$ cat src/rtl/n_bit_mdu.sv
// rtl/n_bit_mdu.sv - iterative RISC-V M-extension multiply/divide unit
// Shift-add multiply and restoring divide share one accumulator, one operand register and one counter.
module n_bit_mdu #(
  parameter int WIDTH = 32
) (
  input  logic             clk,
  input  logic             rst,
  input  logic             start,
  input  logic [2:0]       funct3,
  input  logic [WIDTH-1:0] a,
  input  logic [WIDTH-1:0] b,
  input  logic             flush,
  output logic             busy,
  output logic             done,
  output logic [WIDTH-1:0] result
);

  localparam int CW = $clog2(WIDTH + 1);
  localparam logic [CW-1:0] CNT_INIT = CW'(WIDTH);
  localparam logic [CW-1:0] CNT_ONE  = CW'(1);
  localparam logic [WIDTH-1:0] MOST_NEG = {1'b1, {(WIDTH-1){1'b0}}};

  localparam logic [2:0] OP_MUL    = 3'b000;
  localparam logic [2:0] OP_MULH   = 3'b001;
  localparam logic [2:0] OP_MULHSU = 3'b010;
  localparam logic [2:0] OP_DIV    = 3'b100;
  localparam logic [2:0] OP_REM    = 3'b110;

  typedef enum logic [1:0] {
    IDLE,
    CALC,
    FIX
  } state_t;

  state_t             state;
  logic [CW-1:0]      count;
  logic [2*WIDTH-1:0] acc;
  logic [WIDTH-1:0]   opnd;
  logic               neg;
  logic [2:0]         op;

  logic               a_signed;
  logic               b_signed;
  logic               neg_in;
  logic [WIDTH-1:0]   a_mag;
  logic [WIDTH-1:0]   b_mag;
  logic               div_zero;
  logic               div_ovf;
  logic               special;
  logic [2*WIDTH-1:0] special_acc;
  logic [2*WIDTH-1:0] load_acc;
  logic [WIDTH-1:0]   load_opnd;

  // Operand conditioning at accept: signed operands become magnitudes, the sign goes to neg.
  always_comb begin
    a_signed = 1'b0;
    b_signed = 1'b0;
    neg_in   = 1'b0;
    case (funct3)
      OP_MULH, OP_DIV: begin
        a_signed = 1'b1;
        b_signed = 1'b1;
        neg_in   = a[WIDTH-1] ^ b[WIDTH-1];
      end
      OP_MULHSU: begin
        a_signed = 1'b1;
        neg_in   = a[WIDTH-1];
      end
      OP_REM: begin
        a_signed = 1'b1;
        b_signed = 1'b1;
        neg_in   = a[WIDTH-1];
      end
      default: begin
        a_signed = 1'b0;
        b_signed = 1'b0;
        neg_in   = 1'b0;
      end
    endcase
  end

  assign a_mag = (a_signed && a[WIDTH-1]) ? -a : a;
  assign b_mag = (b_signed && b[WIDTH-1]) ? -b : b;

  assign div_zero = (b == '0);
  assign div_ovf  = (a == MOST_NEG) && (b == '1) && !funct3[0];
  assign special  = funct3[2] && (div_zero || div_ovf);

  // Special results are parked in the accumulator halves that FIX reads, with neg cleared.
  always_comb begin
    special_acc = '0;
    if (div_zero) begin
      if (funct3[1]) special_acc = {a, {WIDTH{1'b0}}};
      else           special_acc = {{WIDTH{1'b0}}, {WIDTH{1'b1}}};
    end else if (!funct3[1]) begin
      special_acc = {{WIDTH{1'b0}}, a};
    end
  end

  always_comb begin
    load_acc  = '0;
    load_opnd = '0;
    if (funct3[2]) begin
      load_acc  = {{WIDTH{1'b0}}, a_mag};
      load_opnd = b_mag;
    end else begin
      load_acc  = {{WIDTH{1'b0}}, b_mag};
      load_opnd = a_mag;
    end
  end

  logic [WIDTH:0]     mul_sum;
  logic [2*WIDTH-1:0] mul_next;
  logic [WIDTH:0]     div_shift;
  logic [WIDTH+1:0]   div_diff;
  logic [2*WIDTH-1:0] div_next;

  // Multiply: high half accumulates the multiplicand, low half shifts the multiplier out.
  assign mul_sum  = {1'b0, acc[2*WIDTH-1:WIDTH]} + (acc[0] ? {1'b0, opnd} : {(WIDTH+1){1'b0}});
  assign mul_next = {mul_sum, acc[WIDTH-1:1]};

  // Divide: high half is the partial remainder, low half trades dividend bits for quotient bits.
  assign div_shift = {acc[2*WIDTH-1:WIDTH], acc[WIDTH-1]};
  assign div_diff  = {1'b0, div_shift} - {2'b00, opnd};
  assign div_next  = div_diff[WIDTH+1] ? {div_shift[WIDTH-1:0], acc[WIDTH-2:0], 1'b0}
                                       : {div_diff[WIDTH-1:0], acc[WIDTH-2:0], 1'b1};

  logic [2*WIDTH-1:0] prod_fix;
  logic [WIDTH-1:0]   quo;
  logic [WIDTH-1:0]   rem;
  logic [WIDTH-1:0]   quo_fix;
  logic [WIDTH-1:0]   rem_fix;
  logic [WIDTH-1:0]   fix_result;

  assign prod_fix = neg ? -acc : acc;
  assign quo      = acc[WIDTH-1:0];
  assign rem      = acc[2*WIDTH-1:WIDTH];
  assign quo_fix  = neg ? -quo : quo;
  assign rem_fix  = neg ? -rem : rem;

  always_comb begin
    fix_result = '0;
    if (op[2]) fix_result = op[1] ? rem_fix : quo_fix;
    else if (op == OP_MUL) fix_result = prod_fix[WIDTH-1:0];
    else fix_result = prod_fix[2*WIDTH-1:WIDTH];
  end

  always_ff @(posedge clk or posedge rst) begin
    if (rst) begin
      state  <= IDLE;
      busy   <= 1'b0;
      done   <= 1'b0;
      result <= '0;
      count  <= '0;
      acc    <= '0;
      opnd   <= '0;
      neg    <= 1'b0;
      op     <= '0;
    end else begin
      done <= 1'b0;
      if (flush) begin
        state <= IDLE;
        busy  <= 1'b0;
      end else begin
        case (state)
          IDLE: begin
            if (start) begin
              op   <= funct3;
              busy <= 1'b1;
              if (special) begin
                acc   <= special_acc;
                neg   <= 1'b0;
                state <= FIX;
              end else begin
                acc   <= load_acc;
                opnd  <= load_opnd;
                neg   <= neg_in;
                count <= CNT_INIT;
                state <= CALC;
              end
            end
          end
          CALC: begin
            acc   <= op[2] ? div_next : mul_next;
            count <= count - 1'b1;
            if (count == CNT_ONE) state <= FIX;
          end
          FIX: begin
            result <= fix_result;
            done   <= 1'b1;
            busy   <= 1'b0;
            state  <= IDLE;
          end
          default: begin
            state <= IDLE;
            busy  <= 1'b0;
          end
        endcase
      end
    end
  end

endmodule

$ cat config.mk
export PLATFORM = sky130hd
export DESIGN_NAME = n_bit_mdu
export DESIGN_NICKNAME = d
export VERILOG_FILES = /design/src/rtl/n_bit_mdu.sv
export SDC_FILE = /design/constraint.sdc
export NUM_CORES = 1
export LEC_CHECK = 0
export CAP_MARGIN = 20
export CELL_PAD_IN_SITES_DETAIL_PLACEMENT = 0
export CELL_PAD_IN_SITES_GLOBAL_PLACEMENT = 1
export CORE_AREA = 2 2 197 199
export DETAILED_ROUTE_END_ITERATION = 12
export DIE_AREA = 0 0 199 201
export PLACE_DENSITY = 0.83
export RECOVER_POWER = 25
export SYNTH_ARGS = -nofsm -noshare
export SYNTH_HDL_FRONTEND = slang
export SYNTH_SLANG_ARGS = --single-unit
$ cat constraint.sdc
create_clock -name clk -period 14.2 [get_ports clk]
set_input_delay 4.26 -clock clk [delete_from_list [all_inputs] [get_ports clk]]
set_output_delay 4.26 -clock clk [all_outputs]
set_load 0.005 [all_outputs]
==> results.tsv, run 1 <==
metric	value	unit
CP max stage delay	2.30	ns
vias in the first global route	14500	
Clock Latency Late Sink	0.44	ns
hold slack	0.480	ns
GPL Wtd Cong	0.991	
Worst R2R End	result[2]	
initial drt markers	1889	
Slew HR	-177	%
Hold Crit Depth	2	
RSZ-0062 raised after global routing	no	
asr flop ratio synth	100	%
Pwr per Cell Area	243	mW/mm^2
Initial Utilization	39.2	%
Max Root-Sink Buffers	2	
CP top delay family	buffers and inverters	
Remaining DRCs	0	
total number of vias	15600	
# IOs	105	
CTS tree	yes	
gr usage total	28.8	%
cell area after synthesis	0.0149	mm^2
pre-CTS WS	6.07	ns
peak supply drop	103	uV
nature of the critical path startpoint	input pin	
initial antenna violation count	0	
Synth Area in Adders	6.22	%
# resized after CTS	0	
synthesized instance count	2000	
row cnt	72	
max_cap viols	1	
Synth top area share	23.8	%
WL final	57500	um
Synth Area per Inst	7.47	um^2
largest net degree at the start of global routing	87	
die height	201	um
FF-to-FF path depth	11	
leading area contributor after synthesis	dfrtp_1	
post-synthesis simple-gate area fraction	21.5	%
area grow syn2layout	13.3	%
Die Area	0.0400	mm^2
post-synthesis compound-gate area fraction	27.9	%
postcts setup bufs	0	
# diodes	0	
clock transition at the registers of the reported paths	0.08	ns
CTS Buf Count	17	
combinational family with the most area after synthesis	compound AO/OA/AOI/OAI gates	
Hold Buf Count CTS	0	
Final Net Count	2157	
share of cells above drive strength 1	5.73	%
crit path capture type	async pin	
R2R Path Start	acc[0]	
Yosys cell types	88	
slowest stage cell on the critical path	clkinvlp_2	
synth warn	0	
ANT nets after route	0	
top cells by area, synth	dfrtp_1 (24%), o21ai_0 (6.0%), ha_1 (5.9%)	
Inst Count DP	2511	
Core ar.	0.0381	mm^2
status	complete, but fails checks	
part of the Yosys area used for sequential elements	23.8	%
DPL Wire Length	44300	um
final setup margin	6.45	ns
setup violators final	0	
Tmin final	7.75	ns
critical path required time	13.60	ns
Worst Clk Skew	0.0203	ns
count of final max-slew check failures	87	
wire per inst	22.6	um
final critical-path share of the clock period	54.5	%
ys flop type	dfrtp_1	
sum of buffers and inverters on the critical path	2	
Final Non-Filler Cells	2544	
Reg2Reg Setup Slack	9.63	ns
I/O Buffers	104	
EDFF count, synth	0	
failing checks	max-capacitance violations, max-slew violations	
syn_nets	2144	
CP Cell Sequence	dlygate4sd3_1, clkinvlp_2	
first-pass GRT wire length	87800	um
Seq cells post-synth	142	
endpoints failing hold	0	
first drt pass iteration count	6	
Worst Tran Pin Value	4.13	ns
Worst EP arrival	7.14	ns
critical path type	in2async	
Clock H-tree levels	4	
Sum Neg Setup Slack	0	ns
Root Buffer	clkbuf_16	
Hold Path Sink	result[27]	
Commonest cells post-synth	nand2_1 (224), nor2_1 (208), o21ai_0 (180), a21oi_1 (145), dfrtp_1 (142)	
GRT overflow	0	
vias per inst	6.12	
Synth Area in XOR/XNOR	10.9	%
static leakage	7.03	nW
Die W	199	um
worst min-delay path startpoint	result[27]	
crit-path max FO	86	
most frequent cell after synthesis	nand2_1	
Hold Path Class	reg2reg	
mux contribution to synthesized area	4.50	%
fmax	129	MHz
clk sinks	142	
-- metal layers --
metal | share of wire (%) | up-vias | track usage, % | wire length (um)
li1 | - | 7288 | - | -
met1 | 43 | 7429 | 40.0 | 25000
met5 | 0 | - | 0 | 0
met2 | 42 | 729 | 42.2 | 24400
met4 | 5.3 | 0 | 14.5 | 3050
met3 | 8.8 | 114 | 5.76 | 5040
-- where the power goes --
| part | internal [mW] | switching [mW] |
|---|---|---|
| combinational | 1.11 | 1.63 |
| sequential | 0.571 | 0.338 |
| clock | 0.240 | 0.223 |
| total | 1.92 | 2.19 |
-- how the worst max path moves through the flow --
stage / start / end / slack (ns) / depth (start not counted)
2_1_floorplan: rst / acc[0] / 6.13 / 1
3_3_place_gp: a[2] / count[4] / 6.16 / 10
3_5_place_dp: a[2] / count[4] / 6.07 / 10
4_1_cts: a[2] / opnd[13] / 6.52 / 9
5_1_grt: rst / op[2] / 5.77 / 2
6_report: rst / op[2] / 6.45 / 2
-- state kept, by name, summed over array words and instances (netlist names) --
| register | count |
|---|---|
| result | 32 |
| neg | 1 |
| count | 6 |
| op | 3 |
| done | 1 |
| acc | 64 |
| state | 2 |
| busy | 1 |
| opnd | 32 |
-- cells in the final DEF (no fill, tap or decap), drive strengths merged, types with 19 or more instances in the layout --
cell	synthesis	layout
nand3	41	41
a21oi	146	146
a211oi	33	33
a31oi	27	27
ha	71	71
xnor2	97	97
buf	17	23
mux2i	57	57
clkdlybuf4s50	0	102
a21o	41	41
nand2	225	225
or4	22	22
dfrtp	142	142
a221oi	19	19
o31ai	36	36
inv	66	75
xor2	89	89
nor3	36	36
nor2	209	209
or3	27	27
o21ai	209	209
-- worst register-to-register path: stages (launching register included) --
cell and delay, ns:
dfrtp_1 0.51, inv_1 0.55, ha_1 0.33, or4b_2 0.65, nor4_1 0.46, nand2_1 0.21
nor4_1 0.53, nor2_1 0.25, o21ai_0 0.27, xnor2_1 0.09, o221ai_1 0.44, o21ai_0 0.14
-- cell type report --
type	instances	area [um^2]
clock buffers	17	425
clock inverters	15	176
fillers	3918	21200
inverters	69	260
multi-input cells	1657	10600
flip-flops and latches	142	3560
well taps	518	648
repair buffers	126	1200
-- through the flow --
| step | util (%) | instance area (um^2) | power [mW] |
|---|---|---|---|
| after floorplan | - | 14900 | 2.73 |
| after CTS | 44.4 | 16900 | 4.05 |
| after global placement | 42.8 | 16300 | 3.55 |
| final | 44.4 | 16900 | 4.12 |
| after detailed placement | 42.8 | 16300 | 3.57 |
| after global routing | 44.4 | 16900 | 4.42 |
-- logic make-up (layout without fill, tap and decap cells) --
logic type | Yosys count | after routing
adder cells (fa/ha/maj) | 73 | 73
AND/OR/NAND/NOR | 681 | 681
AO/OA/AOI/OAI | 651 | 651
XOR/XNOR | 186 | 186
buffers and inverters | 201 | 227
flip-flops | 142 | 142
multiplexers | 66 | 66
No activity file was read; power rests on OpenSTA's default activity.
==> run 2: changes to the inputs <==
PLACE_DENSITY = 0.86   (was 0.83)
clock period = 6.9 ns   (was 14.2 ns; I/O delays follow)
==> run 2 against run 1 <==
Compared with the run above: the flow still finishes with violations (max-capacitance violations, max-slew violations); cell area up 0.17%; wire length down 1.1%; clock power up 120%; worst hold slack worse by 0.013 ns; power up 110%; utilization up 0.076 points; global-route usage down 0.44 points; sequential share of layout area about the same; non-clock buffer count up 1; flip-flop and latch count unchanged; register-to-register slack worse by 7.2 ns; largest cell class unchanged; highest routed layer unchanged.
==> results.tsv, run 2 (same netlist as run 1, synthesis figures left out) <==
metric	value	unit	change
vias per inst	6.12		about the same
row cnt	72		unchanged
commonest non-fill, non-tap cell in the layout	nand2_1		
vias in the first global route	14500		-0.14%
largest net degree at the start of global routing	85		-2.3%
Largest Register	acc		
ANT nets after route	0		unchanged
gr usage total	28.4	%	-0.44 points
critical path required time	7.20	ns	-6.40 ns
total number of vias	15600		+0.13%
sum of buffers and inverters on the critical path	2		unchanged
Pwr per Cell Area	502	mW/mm^2	+110%
Remaining DRCs	0		unchanged
max_cap viols	1		unchanged
crit path capture type	flop		
first drt pass iteration count	9		+3
Initial Utilization	39.2	%	unchanged
Worst Clk Skew	0.0121	ns	-0.00822 ns
GRT overflow	0		unchanged
first-pass GRT wire length	86700	um	-1.3%
CP max stage delay	0.67	ns	-1.63 ns
clk sinks	142		unchanged
Die W	199	um	unchanged
Sum Neg Setup Slack	0	ns	unchanged
# diodes	0		unchanged
fmax	184	MHz	
CP Depth	9		+7
RSZ-0062 raised after global routing	no		
Worst EP arrival	5.73	ns	-1.41 ns
CP endpoint	opnd[16]		
postcts setup bufs	0		unchanged
crit path launch	b[12]		
final critical-path share of the clock period	78.7	%	
endpoints failing hold	0		unchanged
# IOs	105		unchanged
critical path type	in2reg		
area grow syn2layout	13.5	%	
count of final max-slew check failures	44		-49%
failing checks	max-capacitance violations, max-slew violations		
CTS tree	yes		
Core ar.	0.0381	mm^2	unchanged
CP Cell Sequence	clkdlybuf4s50_1, or4_1, nor4_1, nand4b_2, o22ai_2, nand2_1, nand2_1, buf_4, o21ai_0		
Clock H-tree levels	4		unchanged
initial antenna violation count	0		unchanged
Max Root-Sink Buffers	2		unchanged
Largest register FFs	64		unchanged
Root Buffer	clkbuf_16		
Worst Tran Pin Value	2.01	ns	-2.13 ns
CP top delay family	simple AND/OR/NAND/NOR gates		
crit-path max FO	49		-43%
pre-CTS WS	1.06	ns	-5.01 ns
Reg2Reg Setup Slack	2.45	ns	-7.18 ns
R2R Path Start	acc[31]		
GPL Wtd Cong	0.986		-0.49%
share of cells above drive strength 1	5.77	%	+0.047 points
initial drt markers	1684		-11%
most frequent cells in the layout	nand2_1 (223), nor2_1 (207), o21ai_0 (180)		
Hold Buf Count CTS	0		unchanged
Worst R2R End	acc[56]		
Die Area	0.0400	mm^2	unchanged
WL final	56900	um	-1.1%
DPL Wire Length	44000	um	-0.84%
peak supply drop	227	uV	+120%
static leakage	7.04	nW	+0.13%
Tmin final	5.43	ns	
FF-to-FF path depth	13		+2
Hold Path Class	reg2reg		
Clock Latency Late Sink	0.45	ns	about the same
most used cell, CP	nand2_1		
setup violators final	0		unchanged
nature of the critical path startpoint	input pin		
clock transition at the registers of the reported paths	0.07	ns	about the same
I/O Buffers	104		unchanged
Top Registers	acc (64), opnd (32), result (32)		
# resized after CTS	0		unchanged
status	complete, but fails checks		
slowest stage cell on the critical path	o22ai_2		
Final Net Count	2158		+0.046%
Slew HR	-34.4	%	+140 points
CTS Buf Count	17		unchanged
die height	201	um	unchanged
final setup margin	1.47	ns	-4.98 ns
wire per inst	22.4	um	-1.1%
## run 2: cell count changes in the layout (fill, tap and decap cells not counted), sizes merged
cell,change
clkinvlp,+2
clkdlybuf4s50,-1
bufinv,+3
inv,-2
dlygate4sd3,+1
clkinv,-3
buf,+1
## run 2: power by group
| group | switching (mW) | internal (mW) |
|---|---|---|
| sequential | 0.725 | 1.17 |
| combinational | 3.32 | 2.29 |
| clock | 0.428 | 0.582 |
| total | 4.47 | 4.04 |
## run 2: worst min-delay path by stage
stage                    start    endpoint  slack, ns  depth (start not counted)
floorplan             opnd[10]    opnd[10]       0.45                          2
global placement    result[27]  result[27]       0.46                          2
detailed placement  result[27]  result[27]       0.46                          2
CTS                 result[27]  result[27]       0.47                          2
global route        result[23]  result[23]       0.49                          2
finish              result[27]  result[27]       0.47                          2
## run 2: per-layer routing
layer / track usage, % / routed length [um]
met1: 40.1 / 25100
met2: 42.8 / 24600
met3: 3.55 / 4490
met4: 13.3 / 2790
met5: 0 / 0
## run 2: area by class of cell
cell class	count	area (um^2)
Fill cell	3857	21200
Multi-Input combinational cell	1657	10600
Sequential cell	142	3560
Timing Repair Buffer	127	1210
Tap cell	518	648
Clock buffer	17	425
Inverter	69	260
Clock inverter	15	198
## run 2: worst reg2reg max path, delay by kind of cell (launching register included)
kind / cells / cell delay (ns)
compound gates: 7 / 2.31
xor+xnor: 1 / 0.17
fa+ha+maj: 2 / 0.77
buf+inv: 1 / 0.32
flops: 1 / 0.45
mux: 1 / 0.13
simple gates: 1 / 0.19
## run 2: per-stage QoR
stage	instances	total power [mW]	utilization, %	instance area, um^2	hold slack [ns]
after floorplan	2000	5.62	-	14900	0.450
after global placement	2512	7.27	42.8	16300	0.458
after detailed placement	2512	7.33	42.8	16300	0.456
after CTS	2544	8.37	44.5	16900	0.472
after global routing	2545	9.10	44.5	16900	0.494
final	2545	8.51	44.5	16900	0.467
